===== src/rtl/mem_access_ctrl.sv =====
// ============================================================================
// Module      : mem_access_ctrl
// Description : Multicycle-CPU memory port controller. It latches one request
//               and handshakes it with a memory over mem_ready, with a timeout.
// Revision    : 1.0 - initial release
// ============================================================================
`default_nettype none

module mem_access_ctrl #(
    parameter int ADDR_W  = 8,
    parameter int DATA_W  = 8,
    parameter int TIMEOUT = 15
) (
    input  logic              clk,
    input  logic              rst,
    input  logic              IorD,
    input  logic              MemRead,
    input  logic              MemWrite,
    input  logic [ADDR_W-1:0] pc_addr,
    input  logic [ADDR_W-1:0] alu_addr,
    input  logic [DATA_W-1:0] wdata,
    output logic [ADDR_W-1:0] mem_addr,
    output logic [DATA_W-1:0] mem_wdata,
    output logic              mem_rd,
    output logic              mem_wr,
    input  logic              mem_ready,
    input  logic [DATA_W-1:0] mem_rdata,
    output logic [DATA_W-1:0] rdata,
    output logic              busy,
    output logic              done,
    output logic              err
);

    localparam int CNT_W = $clog2(TIMEOUT + 1);

    localparam logic [1:0] c_IDLE   = 2'd0;
    localparam logic [1:0] c_ACCESS = 2'd1;
    localparam logic [1:0] c_RESP   = 2'd2;

    localparam logic [CNT_W-1:0] c_CNT_LAST = CNT_W'(TIMEOUT - 1);
    localparam logic [CNT_W-1:0] c_CNT_MAX  = CNT_W'(TIMEOUT);

    logic [1:0]        r_state_q,    w_state_d;
    logic              r_is_write_q, w_is_write_d;
    logic [ADDR_W-1:0] r_addr_q,     w_addr_d;
    logic [DATA_W-1:0] r_wdata_q,    w_wdata_d;
    logic [CNT_W-1:0]  r_cnt_q,      w_cnt_d;
    logic [DATA_W-1:0] r_rdata_q,    w_rdata_d;
    logic              r_err_q,      w_err_d;

    logic              w_req_valid;
    logic              w_req_conflict;
    logic              w_timeout;
    logic [ADDR_W-1:0] w_sel_addr;

    assign w_req_valid    = MemRead ^ MemWrite;
    assign w_req_conflict = MemRead & MemWrite;
    assign w_sel_addr     = IorD ? alu_addr : pc_addr;
    // The last permitted wait cycle ends without mem_ready: give up.
    assign w_timeout      = !mem_ready && (r_cnt_q == c_CNT_LAST);

    // ------------------------------------------------------------------
    // State and datapath registers
    // ------------------------------------------------------------------
    always_ff @(posedge clk) begin
        if (rst) begin
            r_state_q    <= c_IDLE;
            r_is_write_q <= 1'b0;
            r_addr_q     <= '0;
            r_wdata_q    <= '0;
            r_cnt_q      <= '0;
            r_rdata_q    <= '0;
            r_err_q      <= 1'b0;
        end else begin
            r_state_q    <= w_state_d;
            r_is_write_q <= w_is_write_d;
            r_addr_q     <= w_addr_d;
            r_wdata_q    <= w_wdata_d;
            r_cnt_q      <= w_cnt_d;
            r_rdata_q    <= w_rdata_d;
            r_err_q      <= w_err_d;
        end
    end

    // ------------------------------------------------------------------
    // Next-state logic
    // ------------------------------------------------------------------
    always_comb begin
        w_state_d = r_state_q;
        case (r_state_q)
            c_IDLE: begin
                if (w_req_valid) begin
                    w_state_d = c_ACCESS;
                end
            end
            c_ACCESS: begin
                if (mem_ready || w_timeout) begin
                    w_state_d = c_RESP;
                end
            end
            c_RESP: begin
                w_state_d = c_IDLE;
            end
            default: begin
                w_state_d = c_IDLE;
            end
        endcase
    end

    // ------------------------------------------------------------------
    // Datapath next values
    // ------------------------------------------------------------------
    always_comb begin
        w_is_write_d = r_is_write_q;
        w_addr_d     = r_addr_q;
        w_wdata_d    = r_wdata_q;
        w_cnt_d      = r_cnt_q;
        w_rdata_d    = r_rdata_q;
        w_err_d      = r_err_q;
        case (r_state_q)
            c_IDLE: begin
                if (w_req_valid) begin
                    w_is_write_d = MemWrite;
                    w_addr_d     = w_sel_addr;
                    w_wdata_d    = wdata;
                    w_cnt_d      = '0;
                    w_err_d      = 1'b0;
                end else if (w_req_conflict) begin
                    w_err_d = 1'b1;
                end
            end
            c_ACCESS: begin
                if (mem_ready) begin
                    if (!r_is_write_q) begin
                        w_rdata_d = mem_rdata;
                    end
                end else begin
                    if (r_cnt_q != c_CNT_MAX) begin
                        w_cnt_d = r_cnt_q + 1'b1;
                    end
                    if (w_timeout) begin
                        w_err_d = 1'b1;
                    end
                end
            end
            default: begin
            end
        endcase
    end

    // ------------------------------------------------------------------
    // Outputs
    // ------------------------------------------------------------------
    always_comb begin
        mem_rd    = 1'b0;
        mem_wr    = 1'b0;
        busy      = 1'b0;
        done      = 1'b0;
        mem_addr  = r_addr_q;
        mem_wdata = r_wdata_q;
        case (r_state_q)
            c_IDLE: begin
                // Idle shows the live request so memory sees the address early.
                mem_addr  = w_sel_addr;
                mem_wdata = wdata;
            end
            c_ACCESS: begin
                busy   = 1'b1;
                mem_rd = !r_is_write_q;
                mem_wr = r_is_write_q;
            end
            c_RESP: begin
                busy = 1'b1;
                done = 1'b1;
            end
            default: begin
            end
        endcase
    end

    assign rdata = r_rdata_q;
    assign err   = r_err_q;

endmodule

`default_nettype wire


===== config.mk =====
export PLATFORM = sky130hd
export DESIGN_NAME = mem_access_ctrl
export DESIGN_NICKNAME = d
export VERILOG_FILES = /design/src/rtl/mem_access_ctrl.sv
export SDC_FILE = /design/constraint.sdc
export NUM_CORES = 1
export LEC_CHECK = 0
export BUFFER_PORTS_ARGS = -buffer_cell sky130_fd_sc_hd__buf_2
export CAP_MARGIN = 20
export CORE_ASPECT_RATIO = 1.1
export CORE_UTILIZATION = 45
export DETAILED_ROUTE_END_ITERATION = 16
export MAX_ROUTING_LAYER = met4
export PLACE_DENSITY = 0.76
export SETUP_SLACK_MARGIN = 0.4
export SYNTH_ARGS = -nofsm -noshare
export SYNTH_HDL_FRONTEND = slang
export SYNTH_SLANG_ARGS = --single-unit
export TNS_END_PERCENT = 50

===== constraint.sdc =====
create_clock -name clk -period 1.7 [get_ports clk]
set_input_delay 0.255 -clock clk [delete_from_list [all_inputs] [get_ports clk]]
set_output_delay 0.255 -clock clk [all_outputs]
set_load 0.005 [all_outputs]

-- After elaboration in Yosys (flattened, before gate mapping)
Index checks and enable logic that the tools add are counted.
Widths: inputs -> output; s select.
- register bits after elaboration: 32
- output and inout port bits: 29
- logic and storage cells: 52
- reductions and logical operators: 12
- bitwise gates (word level): 3
- add/sub/neg operators: 1
- equality and inequality tests: 10
- multiplexer cells: 19
- operators by type and width (kind ; number):
    $mux 8 ; 3
    $mux 4 ; 3
    $ne 2x2->1 const B ; 5
    $mux 1 ; 8
    $pmux 4 s2 ; 1
    $reduce_and 4->1 ; 2
    $add 4x1->4 const B ; 1
    $eq 4x4->1 const B ; 1
    $mux 2 ; 2
    $ne 4x4->1 const B ; 1
    $pmux 2 s2 ; 1
    $reduce_and 2->1 ; 2
    $ne 3x3->1 const B ; 1
    $reduce_and 3->1 ; 1
    $eq 2x1->1 const B ; 1
    $eq 2x2->1 const B ; 1
    $logic_not 1->1 ; 2
    $logic_not 2->1 ; 1
    $pmux 1 s2 ; 1
    $reduce_bool 2->1 ; 1
    $reduce_or 2->1 ; 1
    $and 1x1->1 ; 1
    $logic_and 1x1->1 ; 1
    $logic_or 1x1->1 ; 1
    other kinds (2) ; 2

-- Depth between registers and ports, before layout
- word-level depth: 5
- mapped depth: 7
- gate-level depth less buffers: 6

-- Worst setup path before layout
Ideal clock, no wire load.
- kind: register to output
- from: register r_state_q[0]
- to: output mem_wdata[0]
- path slack: 0.119 ns
- arrival: 1.326 ns
- buffers on the path: 2
- stages on the path, launching flop included: 6
- path through: dfxtp_1 > inv_1 > ha_1 > buf_2 > buf_2 > mux2_2
- word-level cells in the longest chain between the ends: 2
- RTL lines (element ; line ; text):
    start, declared ; 43 ; logic [1:0] r_state_q, w_state_d;
    start signal, assigned ; 67 ; r_state_q <= c_IDLE;
    start signal, assigned ; 75 ; r_state_q <= w_state_d;
    $logic_not 2->1 ; 161 ; case (r_state_q)
    $mux 8 ; 161 ;
    end, declared ; 23 ; output logic [DATA_W-1:0] mem_wdata,
Every way passes these cells.

-- Final worst setup path
- from: register r_state_q[1]
- to: output mem_addr[0]
- word-level cells in the longest chain between the ends: 2
- RTL lines (element ; line ; text):
    $logic_not 2->1 ; 161 ;
    $mux 8 ; 161 ;
    end, declared ; 22 ; output logic [ADDR_W-1:0] mem_addr,
Every way passes these cells.

==> results.md <==
* Final slew viol count at 0
* Status: complete, but fails checks
* Sw Ratio at 0.346
* Cell family with the largest share of critical-path delay: buffers and inverters
* Clock transition time at the flip-flop clock pins of the worst setup and hold paths at ~0.11 ns
* Total number of yosys warnings at 0
* Average via count per standard cell at about 5.4
* Share of total power in sequential cells at 0.292
* Measured slew at the worst slew-check pin at 0.719 ns
* Maximum number of pins on one net before global-route repair at 32
* DRC Markers at 0
* Clk sinks at 32
* Pwr Total at 3.18 mW
* Unrepaired setup endpoints after global routing: true
* Global route overflow at 0
* Arr. time, crit path at 1.55 ns
* Post-synthesis cell area at 1570 um2
* Number of buffers created by CTS at 5
* Die Span X at about 58 um
* Setup slack on the worst flop-to-flop path at about 0.010 ns
* Internal power at ~2.1 mW
* Static power due to leakage at roughly 1.2 nW
* Proportion of register bits with asynchronous set or reset after synthesis at 0
* Prevailing post-synth register cell: dfxtp_1
* Fraction of post-synthesis cell area in the top cell type by area at 0.408
* Count of final hold-check violations at 0
* Area of the die at between 3000 and 4000 um2
* Fraction of layout instances using a drive strength above 1 at 0.594
* Average wire length per cell after detail routing at between 15 and 20 um
* Cell count after synthesis at about 190
* Tcrit/Tclk final at 1.06
* Later-pin clock latency in the skew report at ~0.36 ns
* List of most frequent post-synthesis cells: dfxtp_1 (32), nand2_1 (32), a21oi_1 (30)
* Part of the power in the clock network at 0.188
* Final HPWL DP at about 2.5 mm
* Rows at 22
* Min-Delay Path Class: input port to flip-flop
* Synth unique cells at 28
* Global-route wire length before repair at around 6.5 mm
* Instance count after placement with tap cells included at 296
* Count of nets left with antenna violations after detail routing at 0
* Final setup slack of the worst path at -0.102 ns
* Synth-to-layout area growth at 75.5%
* Number of synthesized register bits at 32
* H-Tree Level Count at 2
* Post-layout instance count excluding filler cells at ~330
* Worst setup slack after placement at roughly 0.11 ns
* I/O pins at 67
* Die Ht at roughly 64 um
* Number of I/O port buffers at 66
* Power per cell area at 1150 nW/um2
* WHS at 0.131 ns
* Cell chain of the critical path: inv_2, ha_4, buf_6, buf_12, nor2_1, a21oi_1, buf_2
* Worst IR drop on VDD at between 0.0007 and 0.0008 V
* Antenna Diode Count at 0
* Cell with the largest stage delay on the worst path: dfxtp_2
* Starting Density at 0.471
* Number of antenna violations at the first check in global routing at 0
* Final layout net count at around 320
* Portion of the post-synthesis area used by sequential elements at 0.408
* Kind of start point of the critical path: flip-flop
* Total number of vias at 1764
* Max incr delay on CP at between 0.3 and 0.4 ns
* Final period demand of the worst path at 1.80 ns
* Mean cell area of the mapped netlist at approximately 8 um2
* First-pass detailed-route iteration total at 4
* Final Wtd Congestion at 0.738
* Root Buffer Master: clkbuf_4
* Maximum clock path buffer count at 2
* Capturing element type of the critical path: output port
* CTS tree: built
* Post-synth top area cell: dfxtp_1
* Share of power burned in combinational logic at 0.520
* Worst Clk Skew at between 0.01 and 0.015 ns
* Reported net switching power at 1.10 mW
* Number of maximum-capacitance constraint violations at 0
* Total routing resource utilization after global routing at 0.232
* WP data required at roughly 1.4 ns
* Top achievable clock speed at around 550 MHz
* Final setup violation count at 16
* Largest cells by area after synthesis: dfxtp_1 (41%), a21oi_1 (9.6%), nand2_1 (7.6%)
* Critical path class: flip-flop to output port
* Number of global-route vias before repair at roughly 1500
* Worst max-slew margin expressed relative to the limit at 0.520
* Count of buffering cells on the critical path with inverters included at 4
* Core footprint at between 3000 and 4000 um2
* Post-synthesis net count at 235
* Final routed wirelength across all metal layers at ~5.6 mm
* Number of flops mapped to enable cells by yosys at 0
* Max FO, Critical Path at 6
* Number of DRC violations after detailed-routing iteration 0 at 130
* Failing checks: setup timing
==> timing repair <==
item                                    4_1_cts  5_1_grt
buffers inserted                             12        7
pin swaps                                    24       29
cloned                                        0        6
hold buffers                                  0        0
endpoints found under the setup margin       50       52
resized for setup                            55       43
==> cell families (layout without fill, tap and decap cells) <==
group                    after synthesis  after routing  share of synthesized area
AO/OA/AOI/OAI                         44             44                      0.161
XOR/XNOR                               1              1                    0.00558
adder cells (fa/ha/maj)                6              6                     0.0478
buffers and inverters                 19            109                     0.0510
flip-flops                            32             32                      0.408
multiplexers                          16             16                      0.108
AND/OR/NAND/NOR                       73             73                      0.218
==> sequential cells by signal (all words and copies together), names as in the netlist <==
| name | count |
|---|---|
| r_cnt_q | 4 |
| rdata | 8 |
| r_addr_q | 8 |
| r_is_write_q | 1 |
| r_wdata_q | 8 |
| err | 1 |
| r_state_q | 2 |
==> final cells by class <==
cell class,count,area (um2)
clock buffers,6,41.3
clock inverters,2,35.0
inverters,7,28.8
repair buffers,94,771
flip-flops and latches,32,646
well taps,48,60.1
multi-input cells,140,1170
fillers,178,574
==> per-layer routing <==
layer,share of wire,track usage
met4,0.018,0.0952
met1,0.40,0.268
met2,0.53,0.374
met5,0,-
met3,0.049,0.0668
==> per-stage QoR <==
stage,instance area (um2),util,setup TNS [ns]
5_1_grt,2760,0.828,-1.36
3_3_place_gp,2000,0.600,0
6_report,2760,0.828,-0.808
2_1_floorplan,1640,-,0
4_1_cts,2390,0.718,-0.143
3_5_place_dp,2000,0.600,0
==> worst register-to-register path, delay by kind of cell, from the launching register on <==
family	cells	cell delay, ns
AND/OR/NAND/NOR	3	0.66
flip-flops	1	0.34
buffers and inverters	3	0.34
adder cells (fa/ha/maj)	1	0.17
AO/OA/AOI/OAI	1	0.11
==> power groups by stage <==
stage	Clock, mW	Combinational (mW)	Sequential (mW)
2_1_floorplan	0	0.607	0.912
3_3_place_gp	0	0.860	0.917
3_5_place_dp	0	0.874	0.922
4_1_cts	0.583	1.20	0.911
5_1_grt	0.631	1.75	0.939
6_report	0.600	1.65	0.929
==> cell usage in the layout (no fill, tap or decap), types with 2 or more instances in the layout <==
cell and instances:
a211oi_1 6, a211oi_2 3, a21oi_1 15, a21oi_2 15
and2_4 2, buf_12 2, buf_2 55, buf_4 10
buf_6 20, buf_8 2, clkbuf_16 5, clkbuf_4 5
dfxtp_1 30, ha_1 2, ha_4 4, inv_1 5
mux2_4 8, mux2i_1 8, nand2_1 20, nand2_2 4
nand2_4 7, nand3_1 10, nor2_1 9, nor2_2 4
nor2_4 4, nor2b_4 2, o21ai_0 2, or3_4 2
==> path summary, 6_finish.rpt <==
check,startpoint,to,cells past startpoint
worst max-delay path,r_state_q[1],mem_addr[0],7
worst min-delay path,wdata[1],r_wdata_q[1],3
worst max register to register,r_state_q[1],r_cnt_q[3],8
worst min register to register,r_wdata_q[0],r_wdata_q[0],2
No activity file was read; power rests on OpenSTA's default activity.
